$ cat config.mk
export PLATFORM = sky130hd
export DESIGN_NAME = bus_arbiter
export DESIGN_NICKNAME = d
export VERILOG_FILES = /design/src/rtl/gb_bus_pkg.sv /design/src/rtl/bus_arbiter_addr_window.sv /design/src/rtl/bus_arbiter.sv
export SDC_FILE = /design/constraint.sdc
export NUM_CORES = 1
export LEC_CHECK = 0
export ABC_CLOCK_PERIOD_IN_PS = 1650
export CORE_ASPECT_RATIO = 1.25
export CORE_UTILIZATION = 23
export CTS_CLUSTER_SIZE = 40
export DETAILED_ROUTE_END_ITERATION = 7
export PLACE_DENSITY = 0.77
export SKIP_CTS_REPAIR_TIMING = 1
export SLEW_MARGIN = 25
export SYNTH_ARGS = -nofsm -noshare
export SYNTH_HDL_FRONTEND = slang
export SYNTH_SLANG_ARGS = --single-unit
$ cat constraint.sdc
create_clock -name clockgb -period 1.65 [get_ports clockgb]
set_input_delay 0.33 -clock clockgb [delete_from_list [all_inputs] [get_ports clockgb]]
set_output_delay 0.33 -clock clockgb [all_outputs]
set_load 0.02 [all_outputs]
$ cat src/rtl/gb_bus_pkg.sv
// Shared definitions for the Game Boy bus arbiter: owner encoding,
// arbiter FSM state encoding and default HRAM bounds.
package gb_bus_pkg;

  localparam logic [1:0] OWN_CPU  = 2'd0;
  localparam logic [1:0] OWN_OAM  = 2'd1;
  localparam logic [1:0] OWN_HDMA = 2'd2;

  // OAM ownership is combinational on oam_active, so the FSM only tracks
  // whether HDMA holds the bus.
  typedef enum logic {
    S_CPU  = 1'b0,
    S_HDMA = 1'b1
  } arb_state_e;

  localparam logic [15:0] HRAM_LO_DEF  = 16'hff80;
  localparam logic [15:0] HRAM_HI_DEF  = 16'hfffe;
  localparam logic [7:0]  OPEN_BUS_DEF = 8'hff;

endpackage

$ cat src/rtl/bus_arbiter_addr_window.sv
// Combinational inclusive address-range compare (LO <= address <= HI).
// Used for the HRAM carve-out and reusable by the memory map decoder.
module addr_window #(
  parameter int unsigned      W  = 16,
  parameter logic [W-1:0]     LO = '0,
  parameter logic [W-1:0]     HI = '1
) (
  input  logic [W-1:0] address,
  output logic         hit
);

  assign hit = (address >= LO) && (address <= HI);

endmodule

$ cat src/rtl/bus_arbiter.sv
// Game Boy system bus arbiter: CPU, OAM DMA and CGB HDMA share one bus.
// HRAM is on a private CPU port so the CPU keeps running from HRAM during
// OAM DMA. HDMA ownership stalls non-HRAM CPU accesses via cpu_wait.
// Optional build macro: ARB_BUS_CONFLICT_EN -- a CPU read blocked by OAM DMA
// returns the byte currently on the shared bus instead of open-bus 0xff.
//
// Handshake: a CPU access is an active cpu_load/cpu_store; while cpu_wait=1
// the CPU holds the same access and it completes in the first cycle with
// cpu_wait=0. HDMA holds hdma_req and presents its access; the access is
// taken in each cycle where hdma_ack=1, and HDMA advances only then.
module bus_arbiter
  import gb_bus_pkg::*;
#(
  parameter logic [15:0] HRAM_LO  = HRAM_LO_DEF,
  parameter logic [15:0] HRAM_HI  = HRAM_HI_DEF,
  parameter logic [7:0]  OPEN_BUS = OPEN_BUS_DEF
) (
  input  logic        clockgb,
  input  logic        reset,
  // CPU
  input  logic [15:0] cpu_address,
  input  logic [7:0]  cpu_outdata,
  output logic [7:0]  cpu_indata,
  input  logic        cpu_load,
  input  logic        cpu_store,
  output logic        cpu_wait,
  // OAM DMA
  input  logic [15:0] oam_address,
  input  logic [7:0]  oam_outdata,
  input  logic        oam_load,
  input  logic        oam_store,
  input  logic        oam_active,
  output logic [7:0]  oam_indata,
  // HDMA
  input  logic        hdma_req,
  input  logic [15:0] hdma_address,
  input  logic [7:0]  hdma_outdata,
  input  logic        hdma_load,
  input  logic        hdma_store,
  output logic [7:0]  hdma_indata,
  output logic        hdma_ack,
  // shared bus
  output logic [15:0] bus_address,
  output logic [7:0]  bus_outdata,
  output logic        bus_load,
  output logic        bus_store,
  input  logic [7:0]  bus_indata,
  // HRAM port
  output logic [6:0]  hram_address,
  output logic [7:0]  hram_outdata,
  output logic        hram_load,
  output logic        hram_store,
  input  logic [7:0]  hram_indata,
  output logic [1:0]  owner
);

  arb_state_e state, state_next;
  logic       cpu_in_hram;
  logic [7:0] cpu_rd_sel;

  addr_window #(.W(16), .LO(HRAM_LO), .HI(HRAM_HI)) u_hram_window (
    .address (cpu_address),
    .hit     (cpu_in_hram)
  );

  // State register: reset always returns the bus to the CPU.
  always_ff @(posedge clockgb) begin
    if (reset) state <= S_CPU;
    else       state <= state_next;
  end

  // Next state: OAM DMA freezes the HDMA/CPU decision while it runs.
  always_comb begin
    state_next = state;
    if (!oam_active) begin
      case (state)
        S_CPU:   if (hdma_req)  state_next = S_HDMA;
        S_HDMA:  if (!hdma_req) state_next = S_CPU;
        default: state_next = S_CPU;
      endcase
    end
  end

  assign hdma_ack = (state == S_HDMA) && !oam_active;
  assign cpu_wait = (state == S_HDMA) && (cpu_load || cpu_store) && !cpu_in_hram;

  // Owner selection and shared-bus mux; only the owner's strobes reach the bus.
  always_comb begin
    owner       = OWN_CPU;
    bus_address = cpu_address;
    bus_outdata = cpu_outdata;
    bus_load    = 1'b0;
    bus_store   = 1'b0;
    if (oam_active) begin
      owner       = OWN_OAM;
      bus_address = oam_address;
      bus_outdata = oam_outdata;
      bus_load    = oam_load;
      bus_store   = oam_store;
    end else if (state == S_HDMA) begin
      owner       = OWN_HDMA;
      bus_address = hdma_address;
      bus_outdata = hdma_outdata;
      bus_load    = hdma_load;
      bus_store   = hdma_store;
    end else begin
      bus_load    = cpu_load  && !cpu_in_hram;
      bus_store   = cpu_store && !cpu_in_hram;
    end
  end

  // HRAM is private to the CPU and independent of bus ownership.
  assign hram_address = cpu_address[6:0];
  assign hram_outdata = cpu_outdata;
  assign hram_load    = cpu_load  && cpu_in_hram;
  assign hram_store   = cpu_store && cpu_in_hram;

  assign oam_indata  = bus_indata;
  assign hdma_indata = bus_indata;

  // CPU read source: HRAM, the shared bus, or the blocked-read value.
  always_comb begin
    cpu_rd_sel = bus_indata;
    if (cpu_in_hram) begin
      cpu_rd_sel = hram_indata;
    end else if (oam_active) begin
`ifdef ARB_BUS_CONFLICT_EN
      cpu_rd_sel = bus_indata;
`else
      cpu_rd_sel = OPEN_BUS;
`endif
    end
  end

  // CPU read data register: loads when a CPU read completes, else holds.
  always_ff @(posedge clockgb) begin
    if (reset)                      cpu_indata <= OPEN_BUS;
    else if (cpu_load && !cpu_wait) cpu_indata <= cpu_rd_sel;
  end

endmodule

==> impl_metrics.csv <==
group,metric,value,unit
critical_path,crit_family,"simple AND/OR/NAND/NOR gates",
final_layout,nFillCells,493,
timing,period_needed,1910,ps
floorplan,dieArea,0.00606,mm2
critical_path,crit_type,"primary input to primary output",
critical_path,worst_setup_path_end_kind,"primary output",
final_layout,nets,453,
grt,gr-total-overflow,0,
critical_path,crit_chain,"buf_6, nand2_2, or4_4, buf_12, o21bai_4, a21oi_2, buf_4",
hold_path,hold_class,"flop to flop",
critical_path,cp_max_fo,3,
floorplan,core.rowCount,30,
critical_path,ff2ff_path_depth,4,
floorplan,initial_core_util,24.2,%
pwr,switchingPower,479,uW
synthesis,synth_top_family_by_area,"compound AO/OA/AOI/OAI gates",
synthesis,synthCells,189,
synthesis,synth_cell_types,23,
pwr,p_sw_share,34.8,%
placement,dp_hpwl,4.61,mm
detailed_routing,num_vias,1978,
job,maxCapViolations,0,
placement,pre_cts_ws,-1040,ps
timing,timing.hold.ws,526,ps
pwr,p_per_area,419,mW/mm2
placement,gp_congestion,0.784,
clocking,clock_latency,240,ps
timing,tightest_slew,310,ps
detailed_routing,drtPass1Iterations,4,
pwr,p_int,897,uW
synthesis,yosys_warnings,0,
critical_path,cp.depth,7,
synthesis,synth_flop_cell,"dfxtp_1",
critical_path,r2r-end,"cpu_indata[2]",
critical_path,start_kind,"primary input",
floorplan,die_w,69.9,um
detailed_routing,avgViaCountPerCell,4.73,
critical_path,arrival,1580,ps
critical_path,critical-path-slowest-cell,"or4_4",
timing,fin_crit_sh,116,%
clocking,cts.sinks,9,
synthesis,synth_most_common_cell,"buf_4",
detailed_routing,m1WireLength,2.33,mm
timing,slew_headroom,79.3,%
timing,final.setup.worst_slack,-256,ps
grt,grtUsageTotal,16.6,%
clocking,root_buffer,"clkbuf_8",
pwr,pwr-share-seq,17.8,%
pwr,p_leak,1.66,nW
critical_path,worst-path-buf-inv,3,
synthesis,synth_area_leaders,"mux2i_1 19%, buf_4 19%, dfxtp_1 14%",
timing,finalHoldViolations,0,
grt,grt_max_degree,30,
final_layout,drive_gt1_share,26.6,%
detailed_routing,wl_met2,2.93,mm
detailed_routing,totalWireLength,5.92,mm
synthesis,syn-num-nets,287,
timing,finalSetupViolations,5,
critical_path,crit_required,1320,ps
synthesis,synth-compound-area-share,23.8,%
clocking,tritoncts.num_buffers,3,
synthesis,synth.avg_cell_area,7.00,um2
synthesis,synthAdderAreaFrac,0,%
final_layout,diodes,0,
synthesis,synth_async_sr_flop_share,0,%
detailed_routing,wl_met3,565,um
synthesis,synth_top_area_share,18.9,%
detailed_routing,drc_errors,0,
clocking,htreeDepth,1,
final_layout,synthToLayoutAreaGrowth,148,%
timing,fmax,0.525,GHz
pwr,power.share.clock,19.1,%
clocking,clockBufferDepth,2,
pwr,power_frac_comb,63.1,%
timing,fin_setup_tns,-597,ps
critical_path,r2r-start,"state",
critical_path,worstSetupStartpoint,"cpu_address[13]",
detailed_routing,ant_nets,0,
synthesis,synth-simple-area-share,20.2,%
placement,post_dp_cell_area,0.00311,mm2
synthesis,synth-edff-count,0,
detailed_routing,drt_iter0_drc,29,
floorplan,io_pins,169,
floorplan,die_h,86.8,um
detailed_routing,dr.max_layer_used,"met4",
grt,grt_pass1_vias,1772,
synthesis,yosysTopAreaCell,"mux2i_1",
grt,antenna_found_initial,0,
critical_path,crit_end,"bus_load",
clocking,clk_pin_slew,50,ps
timing,rsz0062_at_grt,"yes",
detailed_routing,wl_per_cell,14.2,um
timing,skew,4.89,ps
synthesis,synthTopCellsByCount,"33 x buf_4, 27 x nand2_1, 26 x o21ai_0, 25 x mux2i_1, 13 x nor2_1",
outcome,status,"finished, violations left",
grt,grt_pass1_wl,8.33,mm
synthesis,synth.ff_latch_count,9,
clocking,cts_tree,"done",
final_layout,final_design_area_no_fill,0.00329,mm2
synthesis,synth_mux_area_share,18.9,%
timing,maxSlewViolCount,0,
synthesis,netlist_area,0.00132,mm2
outcome,violations,"setup timing",
placement,port-buffer-count,168,
critical_path,reg2reg_slack,520,ps
synthesis,synth_xor_area_share,0,%
synthesis,yosysSeqAreaShare,13.6,%
floorplan,core,0.00548,mm2
pwr,ir_worst_vdd,0.405,mV
critical_path,critical_path.max_stage_delay,580,ps
==> layout make-up <==
cell class / count / area [um2] / share of cell area, %
inverter: 1 / 3.75 / 0.114
timing repair buffer: 207 / 2080 / 63.3
multi-input combinational: 133 / 892 / 27.2
sequential: 9 / 184 / 5.60
clock buffer: 4 / 45.0 / 1.37
tap: 64 / 80.1 / 2.44
==> kinds of logic after synthesis <==
| group | Yosys count |
|---|---|
| buf+inv | 47 |
| flops | 9 |
| mux | 25 |
| compound gates | 49 |
| simple gates | 59 |
==> sequential cells by signal, indices dropped and copies added, names as in the netlist <==
name	count
state	1
cpu_indata	8
==> worst min-delay path, cell delays in order, from the launching register on <==
cell,delay (ps)
dfxtp_1,330
o211ai_1,80
o2111ai_1,80
==> per-layer routing <==
layer  vias up  GRT usage (%)
met5         -              0
met4         0           5.45
met3         9           4.53
met2       117           30.0
met1       883           18.9
li1        969              -
==> cells in the final DEF (no fill, tap or decap), drive strengths merged, types with 4 or more instances in the layout <==
| cell type | instances |
|---|---|
| nand3 | 10 |
| mux2i | 25 |
| nor2b | 4 |
| nand2 | 27 |
| o2111ai | 8 |
| clkdlybuf4s50 | 96 |
| clkbuf | 13 |
| dfxtp | 9 |
| nor2 | 13 |
| o211ai | 8 |
| dlymetal6s2s | 40 |
| a21oi | 4 |
| o21ai | 27 |
| buf | 62 |
==> how the worst min path moves through the flow <==
stage	cells after the start	start	endpoint
after floorplan	1	reset	state
after global placement	2	cpu_indata[5]	cpu_indata[5]
after detailed placement	2	cpu_indata[4]	cpu_indata[4]
after CTS	2	cpu_indata[4]	cpu_indata[4]
after global routing	2	cpu_indata[0]	cpu_indata[0]
final	2	cpu_indata[5]	cpu_indata[5]
==> through the flow <==
stage	utilization, %	power (mW)	std cells
after CTS	57.6	1.40	414
after global placement	56.8	1.13	410
after floorplan	-	0.627	189
after detailed placement	56.8	1.13	410
after global routing	60.0	1.45	418
final	60.0	1.38	418
==> power by group through the flow <==
stage	Combinational (mW)	Clock, mW	Sequential, mW
5_1_grt	0.923	0.279	0.246
3_5_place_dp	0.884	0	0.250
2_1_floorplan	0.363	0	0.264
4_1_cts	0.887	0.269	0.247
6_report	0.868	0.263	0.245
3_3_place_gp	0.875	0	0.250
(Power assumes the default switching activity.)
==> variant 1: new RTL, config.mk and constraints unchanged <==
Reset style: asynchronous (`reset`), changed in 2 clocked blocks.
--- a/src/rtl/bus_arbiter.sv
+++ b/src/rtl/bus_arbiter.sv
@@ -66,3 +66,3 @@
   // State register: reset always returns the bus to the CPU.
-  always_ff @(posedge clockgb) begin
+  always_ff @(posedge clockgb or posedge reset) begin
     if (reset) state <= S_CPU;
@@ -135,3 +135,3 @@
   // CPU read data register: loads when a CPU read completes, else holds.
-  always_ff @(posedge clockgb) begin
+  always_ff @(posedge clockgb or posedge reset) begin
     if (reset)                      cpu_indata <= OPEN_BUS;
Function: differs if reset is asserted again (counterexample within 4 cycles, from zero or initial values and one cycle with reset high); with reset held inactive, the same outputs for 10 cycles.
==> variant 1 against the unedited design <==
The flow finishes with violations (design-rule violations, negative setup slack). Via count decreased by 5.8%. Routed wire length rose by 0.19%. Total power grew 13%. Cell area is 0.80% higher. Combinational power up 16%. Synthesized area rose by 4.2%. Clock power is 5% lower. Maximum frequency increased by 8.0%. Highest routed layer is now met3. Setup slack improved by 0.14 ns. Sequential power grew 19%. Sequential cell count unchanged.
==> variant 1: results (changes against the unedited design) <==
set qor(detail_route.iter0.violations) 73 ;# +150%
set qor(r2r_end) {cpu_indata[0]}
set qor(setup_violations) 17 ;# +12
set qor(track_usage) 0.167 ;# +0.00101
set qor(layout_cell_share_with_drive_strength_beyond_1) 0.313 ;# +0.0475
set qor(worst_path_largest_cell_delay_ns) 0.49 ;# -0.09 ns
set qor(grt_first_pass_wirelength_um) 8360 ;# +0.41%
set qor(grt_pass1_vias) 1768 ;# -0.23%
set qor(dr.pass1.iters) 7 ;# +3
set qor(synth.net_count) 282 ;# -1.7%
set qor(wl_met3_um) 564 ;# -0.18%
set qor(dpl.hpwl_um) 4850 ;# +5.1%
set qor(leak_pwr_nw) 1.81 ;# +8.9%
set qor(nets) 444 ;# -2.0%
set qor(final.hold.worst_slack_ns) 0.385 ;# -0.141 ns
set qor(status) {finished, violations left}
set qor(fin_cells) 411 ;# -1.7%
set qor(route.top_layer_used) {met3}
set qor(synth_commonest_cells) {sky130_fd_sc_hd__buf_4, sky130_fd_sc_hd__inv_1, sky130_fd_sc_hd__o21ai_0}
set qor(setup_slack_ns) -0.115 ;# +0.142 ns
set qor(synth-main-ff-cell) {sky130_fd_sc_hd__dfstp_2}
set qor(placement.cell_area_sq_um) 3140 ;# +0.84%
set qor(regToRegSetupSlack_ns) 0.14 ;# -0.38 ns
set qor(synth.yosys.seq_area_share) 0.171 ;# +0.0345
set qor(cp_slowest_cell) {sky130_fd_sc_hd__clkdlybuf4s50_1}
set qor(fin_setup_tns_ns) -0.708 ;# -0.112 ns
set qor(arrival_ns) 1.43 ;# -0.15 ns
set qor(synthesis.area_per_instance_sq_um) 7.49 ;# +7.0%
set qor(drcViolationCount) 12 ;# +12
set qor(failed_checks) {design-rule violations, negative setup slack}
## variant 1: power by group
| group | internal (mW) | switching [mW] | leakage (nW) |
|---|---|---|---|
| combinational | 0.564 | 0.448 | 1.69 |
| clock | 0.168 | 0.0833 | 0.0228 |
| sequential | 0.270 | 0.0208 | 0.0950 |
## variant 1: layout make-up
| type | instances | area [sq um] |
|---|---|---|
| clock buffers | 4 | 45.0 |
| inverters | 26 | 97.6 |
| multi-input cells | 106 | 835 |
| repair buffers | 200 | 2020 |
| fillers | 538 | 2470 |
| well taps | 66 | 82.6 |
| flip-flops and latches | 9 | 236 |
## variant 1: how the worst max path moves through the flow
stage	start	endpoint	slack [ns]	depth (start not counted)
3_5_place_dp	cpu_address[10]	bus_load	-1.05	6
2_1_floorplan	state	bus_address[9]	-0.04	4
4_1_cts	cpu_address[10]	bus_load	-1.05	6
5_1_grt	cpu_load	bus_load	-0.18	6
3_3_place_gp	cpu_address[10]	hram_load	-1.02	5
6_report	cpu_load	bus_load	-0.11	6
==> variant 2: new RTL, config.mk and constraints unchanged <==
Made on the original files. The option `ARB_BUS_CONFLICT_EN` is turned on by a define.
--- a/src/rtl/bus_arbiter.sv
+++ b/src/rtl/bus_arbiter.sv
@@ -10,2 +10,4 @@
 // taken in each cycle where hdma_ack=1, and HDMA advances only then.
+`define ARB_BUS_CONFLICT_EN
+
 module bus_arbiter
Function: changed (Yosys sat finds a counterexample within 4 cycles, from zero or initial values and one cycle with reset high).
==> variant 2 against the unedited design <==
The run still ends with negative setup slack left. Cell area grew 1.9%. Via count increased by 7.5%. Setup slack improved by 0.20 ns. Final cell count increased by 6.2%. Clock power decreased by 3%. Sequential cell count is the same. Routed wire length grew 9.8%. Total power up 0.82%. Synthesized area is 5.5% higher. Register-to-register slack worse by 0.11 ns. Combinational power rose by 1%. Largest cell class unchanged. Largest power group unchanged.
==> variant 2: results (changes against the unedited design) <==
set qor(synth.net_count) 302 ;# +5.2%
set qor(final.hold.worst_slack_ns) 0.553 ;# +0.0265 ns
set qor(gp_routability_congestion) 0.797 ;# +1.7%
set qor(n_fill_cell) 543 ;# +10%
set qor(dpl.hpwl_um) 5270 ;# +14%
set qor(well_tap_count) 66 ;# +3.1%
set qor(worst_setup_path_startpoint) {cpu_store}
set qor(route.layer.met1.wl_um) 2460 ;# +5.6%
set qor(nets) 477 ;# +5.3%
set qor(synth_compound_area_frac) 0.277 ;# +0.0387
set qor(setup_slack_ns) -0.0533 ;# +0.203 ns
set qor(routed_wirelength_um) 6500 ;# +9.8%
set qor(setup_violations) 5 ;# unchanged
set qor(track_usage) 0.188 ;# +0.0220
set qor(fin_setup_tns_ns) -0.137 ;# +0.460 ns
set qor(leak_pwr_nw) 1.76 ;# +6.0%
set qor(synth.yosys.seq_area_share) 0.129 ;# -0.00707
set qor(status) {finished, violations left}
set qor(sh_seq_area) 0.0549 ;# -0.00107
set qor(layout_cell_share_with_drive_strength_beyond_1) 0.286 ;# +0.0202
set qor(r2r_end) {cpu_indata[6]}
set qor(regToRegSetupSlack_ns) 0.41 ;# -0.11 ns
set qor(yosys-mux-area-fraction) 0.179 ;# -0.00982
set qor(failed_checks) {negative setup slack}
set qor(synthesis.area_per_instance_sq_um) 6.84 ;# -2.3%
set qor(met1_routing_resource_usage_after_global_routing) 0.211 ;# +0.0224
set qor(timing.reg2reg.worst_path_depth) 6 ;# +2
set qor(worst_path_dominant_cell_family) {buffers and inverters}
set qor(ir_drop_mv) 0.189 ;# -53%
set qor(worst_path_largest_cell_delay_ns) 0.51 ;# -0.07 ns
==> variant 2: changes by cell type after synthesis, moves of 2 or more <==
cell / change
sky130_fd_sc_hd__a21o_1: +2
sky130_fd_sc_hd__o211ai_1: -7
sky130_fd_sc_hd__a211o_1: +8
sky130_fd_sc_hd__a21oi_1: +13
sky130_fd_sc_hd__nor2_1: -12
sky130_fd_sc_hd__o31ai_1: +7
sky130_fd_sc_hd__and4_1: +2
sky130_fd_sc_hd__buf_2: +6
sky130_fd_sc_hd__clkbuf_1: -4
sky130_fd_sc_hd__o2111ai_1: -8
sky130_fd_sc_hd__nand3_1: -8
sky130_fd_sc_hd__nand2_1: +12
==> variant 2: report_power, final <==
part	switching, mW	internal [mW]	total, mW
combinational	0.384	0.497	0.881
sequential	0.0154	0.235	0.251
clock	0.0872	0.168	0.256
